==> src/rtl/sr_latch_sequencer.sv <==
`default_nettype none
// ============================================================================
// Module      : sr_latch_sequencer
// Description : Round-robin arbitrated controller for a bank of SR latches.
//               Issues non-overlapping S/R drive pulses, waits for the latch
//               to settle, then reads it back and flags mismatches.
// Revision    : 1.0 - initial release
// ============================================================================
module sr_latch_sequencer #(
  parameter int NREQ   = 4,
  parameter int NLAT   = 8,
  parameter int IDXW   = 3,
  parameter int PULSE  = 2,
  parameter int SETTLE = 1
) (
  input  logic                   clk,
  input  logic                   rst,
  input  logic [NREQ-1:0]        req,
  input  logic [2*NREQ-1:0]      op,
  input  logic [IDXW*NREQ-1:0]   idx,
  output logic [NREQ-1:0]        gnt,
  output logic                   done,
  output logic                   rd_val,
  output logic                   err,
  output logic                   busy,
  output logic [NLAT-1:0]        latch_s,
  output logic [NLAT-1:0]        latch_r,
  input  logic [NLAT-1:0]        latch_q
);

  localparam int PTRW = (NREQ > 1) ? $clog2(NREQ) : 1;
  localparam int NPAD = 1 << IDXW;
  localparam int CMAX = (PULSE > SETTLE) ? PULSE : SETTLE;
  localparam int CNTW = (CMAX > 1) ? $clog2(CMAX) : 1;

  localparam logic [1:0]      c_op_read   = 2'b00;
  localparam logic [1:0]      c_op_set    = 2'b01;
  localparam logic [1:0]      c_op_reset  = 2'b10;
  localparam logic [CNTW-1:0] c_pulse_m1  = CNTW'(PULSE - 1);
  localparam logic [CNTW-1:0] c_settle_m1 = CNTW'(SETTLE - 1);
  localparam logic [PTRW-1:0] c_last_req  = PTRW'(NREQ - 1);
  localparam logic [IDXW:0]   c_nlat      = (IDXW + 1)'(NLAT);

  typedef enum logic [1:0] {
    S_IDLE   = 2'd0,
    S_DRIVE  = 2'd1,
    S_SETTLE = 2'd2,
    S_RESP   = 2'd3
  } state_t;

  state_t          r_state, w_state_nx;
  logic [CNTW-1:0] r_cnt, w_cnt_nx;
  logic [PTRW-1:0] r_ptr;
  logic [NREQ-1:0] r_gnt;
  logic [IDXW-1:0] r_idx;
  logic            r_set;    // resolved direction: 1 = SET, 0 = RESET
  logic            r_read;
  logic            r_oor;

  logic            w_found;
  logic            w_capture;
  logic [PTRW-1:0] w_winner;
  logic [1:0]      w_win_op;
  logic [IDXW-1:0] w_win_idx;
  logic            w_win_oor;
  logic            w_win_read;
  logic            w_win_set;
  logic [NPAD-1:0] w_q_pad;
  logic [NPAD-1:0] w_onehot;
  logic            w_q_now;

  // Zero-extend the latch outputs so any index value selects a defined bit.
  assign w_q_pad  = NPAD'(latch_q);
  assign w_onehot = NPAD'(1) << r_idx;
  assign w_q_now  = w_q_pad[r_idx];

  // Round-robin search: first active request at or after the pointer.
  always_comb begin
    w_found  = 1'b0;
    w_winner = '0;
    for (int k = 0; k < NREQ; k++) begin
      if (!w_found && req[(int'(r_ptr) + k) % NREQ]) begin
        w_found  = 1'b1;
        w_winner = PTRW'((int'(r_ptr) + k) % NREQ);
      end
    end
  end

  // Decode the winner's command; TOGGLE is resolved against the current Q.
  always_comb begin
    w_win_op   = op[w_winner*2 +: 2];
    w_win_idx  = idx[w_winner*IDXW +: IDXW];
    w_win_oor  = ({1'b0, w_win_idx} >= c_nlat);
    w_win_read = (w_win_op == c_op_read);
    if (w_win_op == c_op_set)
      w_win_set = 1'b1;
    else if (w_win_op == c_op_reset)
      w_win_set = 1'b0;
    else
      w_win_set = ~w_q_pad[w_win_idx];
  end

  // State and phase counter register.
  always_ff @(posedge clk or posedge rst) begin
    if (rst) begin
      r_state <= S_IDLE;
      r_cnt   <= '0;
    end else begin
      r_state <= w_state_nx;
      r_cnt   <= w_cnt_nx;
    end
  end

  // Next-state logic; READ and out-of-range commands bypass DRIVE.
  always_comb begin
    w_state_nx = r_state;
    w_cnt_nx   = r_cnt;
    w_capture  = 1'b0;
    case (r_state)
      S_IDLE: begin
        if (w_found) begin
          w_capture = 1'b1;
          if (w_win_read || w_win_oor) begin
            w_state_nx = S_SETTLE;
            w_cnt_nx   = c_settle_m1;
          end else begin
            w_state_nx = S_DRIVE;
            w_cnt_nx   = c_pulse_m1;
          end
        end
      end
      S_DRIVE: begin
        if (r_cnt == '0) begin
          w_state_nx = S_SETTLE;
          w_cnt_nx   = c_settle_m1;
        end else begin
          w_cnt_nx = r_cnt - 1'b1;
        end
      end
      S_SETTLE: begin
        if (r_cnt == '0)
          w_state_nx = S_RESP;
        else
          w_cnt_nx = r_cnt - 1'b1;
      end
      default: begin
        w_state_nx = S_IDLE;
      end
    endcase
  end

  // Capture the winning command, advance the pointer and raise its grant.
  always_ff @(posedge clk or posedge rst) begin
    if (rst) begin
      r_ptr  <= '0;
      r_gnt  <= '0;
      r_idx  <= '0;
      r_set  <= 1'b0;
      r_read <= 1'b0;
      r_oor  <= 1'b0;
    end else begin
      r_gnt <= '0;
      if (w_capture) begin
        r_ptr  <= (w_winner == c_last_req) ? '0 : w_winner + 1'b1;
        r_gnt  <= NREQ'(1) << w_winner;
        r_idx  <= w_win_idx;
        r_set  <= w_win_set;
        r_read <= w_win_read;
        r_oor  <= w_win_oor;
      end
    end
  end

  // Outputs are decoded from state so reset clears every drive immediately.
  always_comb begin
    gnt     = r_gnt;
    busy    = (r_state != S_IDLE);
    latch_s = '0;
    latch_r = '0;
    done    = 1'b0;
    rd_val  = 1'b0;
    err     = 1'b0;
    if (r_state == S_DRIVE) begin
      if (r_set)
        latch_s = w_onehot[NLAT-1:0];
      else
        latch_r = w_onehot[NLAT-1:0];
    end
    if (r_state == S_RESP) begin
      done   = 1'b1;
      rd_val = ~r_oor & w_q_now;
      if (r_oor)
        err = 1'b1;
      else if (!r_read)
        err = r_set ? ~w_q_now : w_q_now;
    end
  end

endmodule
`default_nettype wire
==> config.mk <==
export PLATFORM = sky130hd
export DESIGN_NAME = sr_latch_sequencer
export DESIGN_NICKNAME = d
export VERILOG_FILES = /design/src/rtl/sr_latch_sequencer.sv
export SDC_FILE = /design/constraint.sdc
export NUM_CORES = 1
export LEC_CHECK = 0
export CORE_MARGIN = 1
export CORE_UTILIZATION = 37
export DETAILED_ROUTE_END_ITERATION = 8
export GPL_TIMING_DRIVEN = 0
export PLACE_DENSITY_LB_ADDON = 0.1
export SYNTH_ARGS = -nofsm -noshare
export SYNTH_HDL_FRONTEND = slang
export SYNTH_SLANG_ARGS = --single-unit
export TNS_END_PERCENT = 5
==> constraint.sdc <==
create_clock -name clk -period 2 [get_ports clk]
set_clock_uncertainty 0.15 [all_clocks]
set_input_delay 0.4 -clock clk [delete_from_list [all_inputs] [get_ports clk]]
set_output_delay 0.4 -clock clk [all_outputs]
set_load 0.03 [all_outputs]
Yosys cells after proc, flatten, opt, wreduce, memory -nomap -nowiden --
Index checks and enable logic that the tools add are counted.
Operators by class: add/sub/neg operators 5, $mul 1, $lt $le $gt $ge 6, equality and inequality tests 9, shift operators 4, multiplexer cells 47, bitwise operators 5, reductions and logical operators 16
Operators by type and width (count):
- $mux W8 | 4
- $mux W1 | 25
- $lt A3 B4 Y1 const B | 5
- $mux W2 | 9
- $shiftx A12 B5 Y3 | 1
- $bmux W1 S2 | 4
- $eq A2 B2 Y1 const B | 4
- $reduce_or A2 Y1 | 4
- $shiftx A8 B4 Y2 | 1
- $shl A1 B3 Y8 const A | 1
- $bmux W1 S3 | 2
- $ne A2 B2 Y1 const B | 3
- $pmux W2 S3 | 1
- $add A2 B1 Y2 const B | 2
- $add A2 B2 Y2 const B | 2
- $eq A2 B1 Y1 const B | 2
- $logic_not A2 Y1 | 2
- $mul A2 B2 Y4 const B | 1
- $mux W4 | 1
- $reduce_bool A2 Y1 | 2
- $shl A1 B2 Y4 const A | 1
- $and A1 B1 Y1 const A | 3
- $logic_and A1 B1 Y1 | 3
- $logic_not A1 Y1 | 3
- 6 further kinds | 7
Word-level totals: bits in registers 14, word-level logic and storage cells 100

Logic depth before layout (Yosys ltp) --
Gate-level depths: netlist of run 1.
depth in word-level cells 21, mapped depth 9

Least setup slack after synthesis of run 1 --
Ideal clock, no wire load.
path kind register to output, from register r_idx[0], to output port err, data arrival time 2169 ps, required time 1450 ps, path slack -719 ps, cell stages (with the launch flop) 6, buffers on the path 1, cells stage by stage dfrtp_1 -> clkbuf_1 -> mux4_2 -> mux2i_1 -> xor2_1 -> nor3b_1
On the way: word-level cells in the longest chain between the ends 6
Ends and longest elaborated chain:
- start, declared | line 55 | logic [IDXW-1:0] r_idx;
- start signal, assigned | line 166 | r_idx <= w_win_idx;
- $bmux W1 S3 * | line 75 | assign w_q_now = w_q_pad[r_idx];
- $mux W1 (not written as such) * | line 75
- $not A1 Y1 | line 195 | err = r_set ? ~w_q_now : w_q_now;
- $mux W1 * | line 195
- $mux W1 * | line 194 | else if (!r_read)
- $mux W1 * | line 189 | if (r_state == S_RESP) begin
- end, declared | line 24 | output logic err,
Every way passes the cells marked *; elsewhere a longest branch is shown, timed or not. The select of a mux whose other input is x is not followed.

Worst setup path after layout of run 1 --
Ends and elaborated chain as after synthesis.

==> key figures, run 1 <==
STA
  – Slack of the critical path: -0.483 ns
  – Worst-case headroom to the max-slew limit: 0.632
  – FMAX: 403 MHz
  – Setup repair after global routing missed its margin: yes
  – Slew of the pin with the lowest slew margin: 0.552 ns
  – Setup TNS: -3.48 ns
  – Final critical-path required period: 2.48 ns
  – Fin crit share: 1.24
  – Count of final setup violators: 15
  – Number of endpoints with negative hold slack in the final report: 0
  – Final Max Tran Viols: 0

Global routing
  – Total GRT Usage: 0.200
  – Pin count of the biggest net entering global routing: 15
  – Vias in the first global route: roughly 1300
  – Met1 Resource Use GR: 0.226
  – Aggregate global routing overflow: 0
  – Global-route wire length before repair: 5460 um
  – Global-route met2 utilization: 0.367
  – Routing layer with the top usage in global route: met2
  – Met3 Resource Use GR: 0.0519
  – Antenna violations before repair: 0

Synth
  – Average footprint of a synthesized cell: between 8 and 9 um^2
  – Total of flip-flops plus latches after synthesis: 14
  – FFs w/ async S/R, synth: 1.00
  – Yosys Warn Count: 0
  – Commonest cells post-synth: 17 x mux2i_1, 16 x nor2_1, 15 x nand2_1, 14 x dfrtp_1, 9 x ha_1
  – Leading area contributor after synthesis: dfrtp_1
  – Number of instances in the synthesized netlist: 140
  – Share of the yosys chip area belonging to registers: 0.281
  – EDFF count, synth: 0
  – Net count after synthesis: 183
  – Number of different library cells in the post-synthesis netlist: 40
  – Predominant post-synthesis flop cell: dfrtp_1
  – Dominant cells by area after synthesis: dfrtp_1 28%, mux2i_1 14%, ha_1 9.0%
  – Fraction of post-synthesis cell area in the top cell type by area: 0.281
  – Most common cell in the synthesized netlist: mux2i_1
  – Synth Cell Area: 1250 um^2

Critical path
  – Cell family with most CP delay: multiplexers
  – Crit end category: output port
  – Highest-delay cell along the critical path: mux4_2
  – Critical path's largest stage delay: 0.51 ns
  – List of cells traversed by the critical path: clkbuf_8 > mux4_2 > mux2i_4 > xor2_2 > nor3b_4 > buf_6
  – Crit path buffers/inverters: 2
  – Data required time of the critical path: 1.45 ns
  – Setup slack, reg-to-reg: -0.26 ns
  – FF-to-FF End: r_set
  – Endpoint arrival time on the critical path: between 1.5 and 2 ns
  – Crit Reg-Reg Startpoint: r_ptr[0]
  – Worst Setup Path Type: reg -> out
  – Critical path launch point type: flip-flop
  – Top fanout value on the critical path: 4
  – R2R depth: 8

Clocking
  – Clock tree from TritonCTS: built
  – Clock-pin slew on the worst setup and hold paths: 0.09 ns
  – TritonCTS Sinks: 14
  – # hold bufs at CTS: 0
  – Worst skew pair latency: between 0.2 and 0.3 ns
  – Depth of the CTS H-tree: 1
  – Root cell of the clock tree: clkbuf_4
  – Inserted Clock Buffers: 3
  – Largest buffer count on any clock path: 2

Run status
  – Failing checks: setup timing
  – Run status: finished, violations left

Placement
  – HPWL after detailed placement: 2620 um
  – Area of placed instances: 1910 um^2
  – IO Port Bufs: 57
  – Post-Place Setup Slack: -1.16 ns
  – Routability Congestion: 0.787

Power
  – Pwr/cell area: 1250 nW/um^2
  – VDD IR max: 0.558 mV
  – Leakage: about 0.94 nW

Route
  – DRC Markers: 0
  – Final antenna-violating net count: 0
  – Routed length per instance: between 10 and 15 um
  – First-pass detailed-route iteration total: 4
  – Number of DRC markers in iteration 0: 29
  – Final routed wirelength across all metal layers: 3350 um
  – Number of vias in the routed layout: 1274
  – Via count normalized by instance count: 5.06

Floorplanning
  – Placeable Area: 3130 um^2
  – Initial Util: 0.399
  – Floorplan die area: 3610 um^2
  – Vertical die dimension: between 60 and 70 um
  – Total I/O pin count: 58
  – Number of core rows: 20
  – Die Width: 60.1 um

Layout
  – Utilization after layout: 0.653
  – Share of post-route cells with drive strength above 1: 0.322
  – Synth-to-layout area growth: 63.6%
  – Antenna diode count: 0
  – Total non-filler cell area in the finished layout: 2040 um^2
  – Total number of nets in the final design: 252

Worst hold path
  – Worst hold path class: in -> async

Run
  – Maximum capacitance violations: 0
cell type report:
type | instances | area, um^2
Clock buffer | 4 | 36.3
Inverter | 9 | 41.3
Sequential cell | 14 | 353
Buffer | 2 | 17.5
Timing Repair Buffer | 65 | 577
Multi-Input combinational cell | 114 | 963
Tap cell | 44 | 55.1
Fill cell | 282 | 1080
worst max path at each step:
stage	slack (ns)	to	startpoint	cells after the start
detailed placement	-1.16	err	latch_q[4]	6
global placement	-1.15	err	latch_q[4]	6
CTS	-0.53	err	r_idx[0]	6
floorplan	-0.20	err	r_idx[0]	5
finish	-0.48	err	r_idx[0]	6
global route	-0.56	err	r_idx[0]	6
timing repair:
item	CTS	global route
setup buffers	8	0
endpoints found under the setup margin	33	28
cloned	0	0
pin swaps	5	3
gates resized for setup	131	14
layout by cell type (no fill, tap or decap), drive strengths merged, types with 2 or more instances in the layout:
cell	instances
clkdlybuf4s50	25
o21ai	6
mux4	2
nor2b	2
ha	9
nand3b	2
and2	5
nor3	6
nand2b	3
nand2	15
buf	24
clkbuf	7
dfrtp	14
mux2	5
a31oi	2
inv	9
o31ai	2
nand3	2
a21oi	7
dlygate4sd2	13
nor2	17
mux2i	17
clkdlybuf4s15	2
flip-flops by register name, summed over array words and instances, names as in the netlist:
name / count
gnt: 4
r_idx: 3
r_cnt: 1
r_read: 1
r_state: 2
r_ptr: 2
r_set: 1
where the power goes:
| part | switching [mW] | leakage, nW | internal [mW] |
|---|---|---|---|
| Sequential | 0.168 | 0.175 | 0.408 |
| Combinational | 0.938 | 0.744 | 0.835 |
| Clock | 0.0931 | 0.0210 | 0.111 |
| Total | 1.20 | 0.940 | 1.35 |
metrics by stage:
step / power, mW / instances / hold WS (ns)
global route: 2.76 / 252 / 0.341
finish: 2.55 / 252 / 0.301
detailed placement: 2.12 / 241 / 0.384
floorplan: 1.68 / 140 / 0.139
CTS: 2.50 / 252 / 0.311
global placement: 2.08 / 241 / 0.367
cell families (layout without fill, tap and decap cells):
logic type	count (synthesis)	count (layout)	synth area share
multiplexers	24	24	0.217
AO/OA/AOI/OAI	23	23	0.125
flip-flops	14	14	0.281
AND/OR/NAND/NOR	57	57	0.241
adder cells (fa/ha/maj)	9	9	0.0902
buffers and inverters	12	80	0.0381
XOR/XNOR	1	1	0.00702
layer usage:
layer / wire length [um] / vias to the layer above
met2: 1860 / 36
met4: 19 / 0
met5: 0 / -
met1: 1330 / 608
met3: 142 / 2
li1: - / 628
Note: power is estimated with default switching activity, not from simulation.
==> inputs of run 2 (changes only) <==
CORE_MARGIN = 1.5   (was 1)
==> key figures, run 2 (synthesized netlist as in run 1, its figures left out) <==
Run status
  – Run status: finished, violations left
  – Failing checks: setup timing

Critical path
  – Critical path's largest stage delay: 0.51 ns
  – R2R depth: 8
  – Critical path launch point type: flip-flop
  – Crit Reg-Reg Startpoint: r_ptr[0]
  – Top fanout value on the critical path: 4
  – Worst Setup Path Type: reg -> out
  – Data required time of the critical path: 1.45 ns
  – Highest-delay cell along the critical path: mux4_2
  – Crit end category: output port
  – FF-to-FF End: r_set
  – List of cells traversed by the critical path: clkbuf_8 > mux4_2 > mux2i_2 > xor2_1 > nor3b_4 > buf_6
  – Endpoint arrival time on the critical path: 1.97 ns
  – Setup slack, reg-to-reg: -0.24 ns

Clocking
  – Clock tree from TritonCTS: built
  – Root cell of the clock tree: clkbuf_4
  – Largest buffer count on any clock path: 2
  – Inserted Clock Buffers: 3
  – Depth of the CTS H-tree: 1
  – Worst skew pair latency: 0.28 ns
  – Clock-pin slew on the worst setup and hold paths: 0.08 ns
  – TritonCTS Sinks: 14

Placement
  – Routability Congestion: 0.783
  – IO Port Bufs: 57
  – Post-Place Setup Slack: -1.17 ns
  – HPWL after detailed placement: 2640 um
  – Area of placed instances: 1910 um^2

Layout
  – Utilization after layout: 0.641
  – Most common library cell in the layout ignoring fill and taps: clkdlybuf4s50_1
  – Max reg flops: 4
  – Total non-filler cell area in the finished layout: between 2000 and 2500 um^2
  – Antenna diode count: 0
  – Synth-to-layout area growth: 60.6%
  – Share of post-route cells with drive strength above 1: 0.309
  – Total number of nets in the final design: 248
  – Leading cell types in the layout, fill and taps excluded: 25 x clkdlybuf4s50_1, 18 x buf_4, 14 x nand2_1, 13 x mux2i_1, 13 x dlygate4sd2_1

Power
  – VDD IR max: 0.663 mV
  – Pwr/cell area: 1240 nW/um^2
  – Overall Power: 2.49 mW
  – Leakage: between 0.9 and 1 nW

Floorplanning
  – Die Width: 61.1 um
  – Placeable Area: 3130 um^2
  – Total I/O pin count: 58
  – Floorplan die area: 3730 um^2
  – Initial Util: 0.399
  – Number of core rows: 20
  – Vertical die dimension: 61.1 um

Global routing
  – Vias in the first global route: 1254
  – Aggregate global routing overflow: 0
  – Pin count of the biggest net entering global routing: 15
  – Total GRT Usage: 0.188
  – Antenna violations before repair: 0
  – Global-route wire length before repair: 5310 um

Run
  – Maximum capacitance violations: 0

Route
  – Number of vias in the routed layout: 1275
  – Number of DRC markers in iteration 0: 57
  – Routed length on met1: 1310 um
  – Met2 wire len: 1750 um
  – Routed length per instance: between 10 and 15 um
  – Final routed wirelength across all metal layers: 3210 um
  – Via count normalized by instance count: 5.14
  – Routed length on met3: roughly 130 um
  – DRC Markers: 0
  – Final antenna-violating net count: 0
  – First-pass detailed-route iteration total: 4
  – Highest layer used for signal routing: met4

STA
  – Final critical-path required period: 2.52 ns
  – Slew of the pin with the lowest slew margin: 0.549 ns
  – FMAX: approximately 400 MHz
  – Count of final setup violators: 15
  – Minimum hold slack: about 0.31 ns
  – Worst-case headroom to the max-slew limit: 0.634
  – Setup repair after global routing missed its margin: yes
  – Final Max Tran Viols: 0
  – Slack of the critical path: -0.520 ns
  – Fin crit share: 1.26
  – Number of endpoints with negative hold slack in the final report: 0

Worst hold path
  – Worst hold path class: in -> async
-- run 2: per-layer routing --
metal,track usage,vias up
met5,0,-
li1,-,622
met3,0.0357,2
met1,0.213,617
met2,0.362,34
met4,0.0404,0
-- run 2: layout make-up --
class	instances	area, um^2
plain buffers	2	17.5
clock buffers	4	36.3
fillers	289	1120
inverters	9	43.8
multi-input cells	114	941
flip-flops and latches	14	354
well taps	44	55.1
repair buffers	61	558
-- run 2: repair_timing --
| action | in CTS | in global routing |
|---|---|---|
| hold buffers | 0 | 0 |
| setup endpoints to repair | 33 | 27 |
| setup buffers | 4 | 0 |
| pin swaps | 7 | 1 |
| resized for setup | 135 | 10 |
-- run 2: worst max-delay path: cells and delay by family, from the launching register on --
kind                   cells  cell delay, ns
multiplexers               2            0.73
flip-flops                 1            0.35
buffers and inverters      2            0.29
AND/OR/NAND/NOR            1            0.20
XOR/XNOR                   1            0.13
-- run 2: power breakdown --
group	leakage (nW)	internal [mW]	switching (mW)	total, mW
clock network	0.0210	0.111	0.0881	0.199
logic	0.719	0.799	0.924	1.72
registers	0.174	0.411	0.158	0.569
-- run 2: how the worst max path moves through the flow --
| stage | cells past startpoint | startpoint | endpoint | slack (ns) |
|---|---|---|---|---|
| global placement | 6 | latch_q[4] | err | -1.15 |
| global route | 6 | r_idx[0] | err | -0.61 |
| detailed placement | 6 | latch_q[4] | err | -1.17 |
| floorplan | 5 | r_idx[0] | err | -0.20 |
| CTS | 6 | r_idx[0] | err | -0.52 |
| finish | 6 | r_idx[0] | err | -0.52 |
-- run 2: per-stage QoR --
stage	cells	TNS (ns)
6_report	248	-3.15
5_1_grt	248	-5.29
4_1_cts	248	-3.75
3_5_place_dp	241	-17.97
3_3_place_gp	241	-16.39
2_1_floorplan	140	-1.71
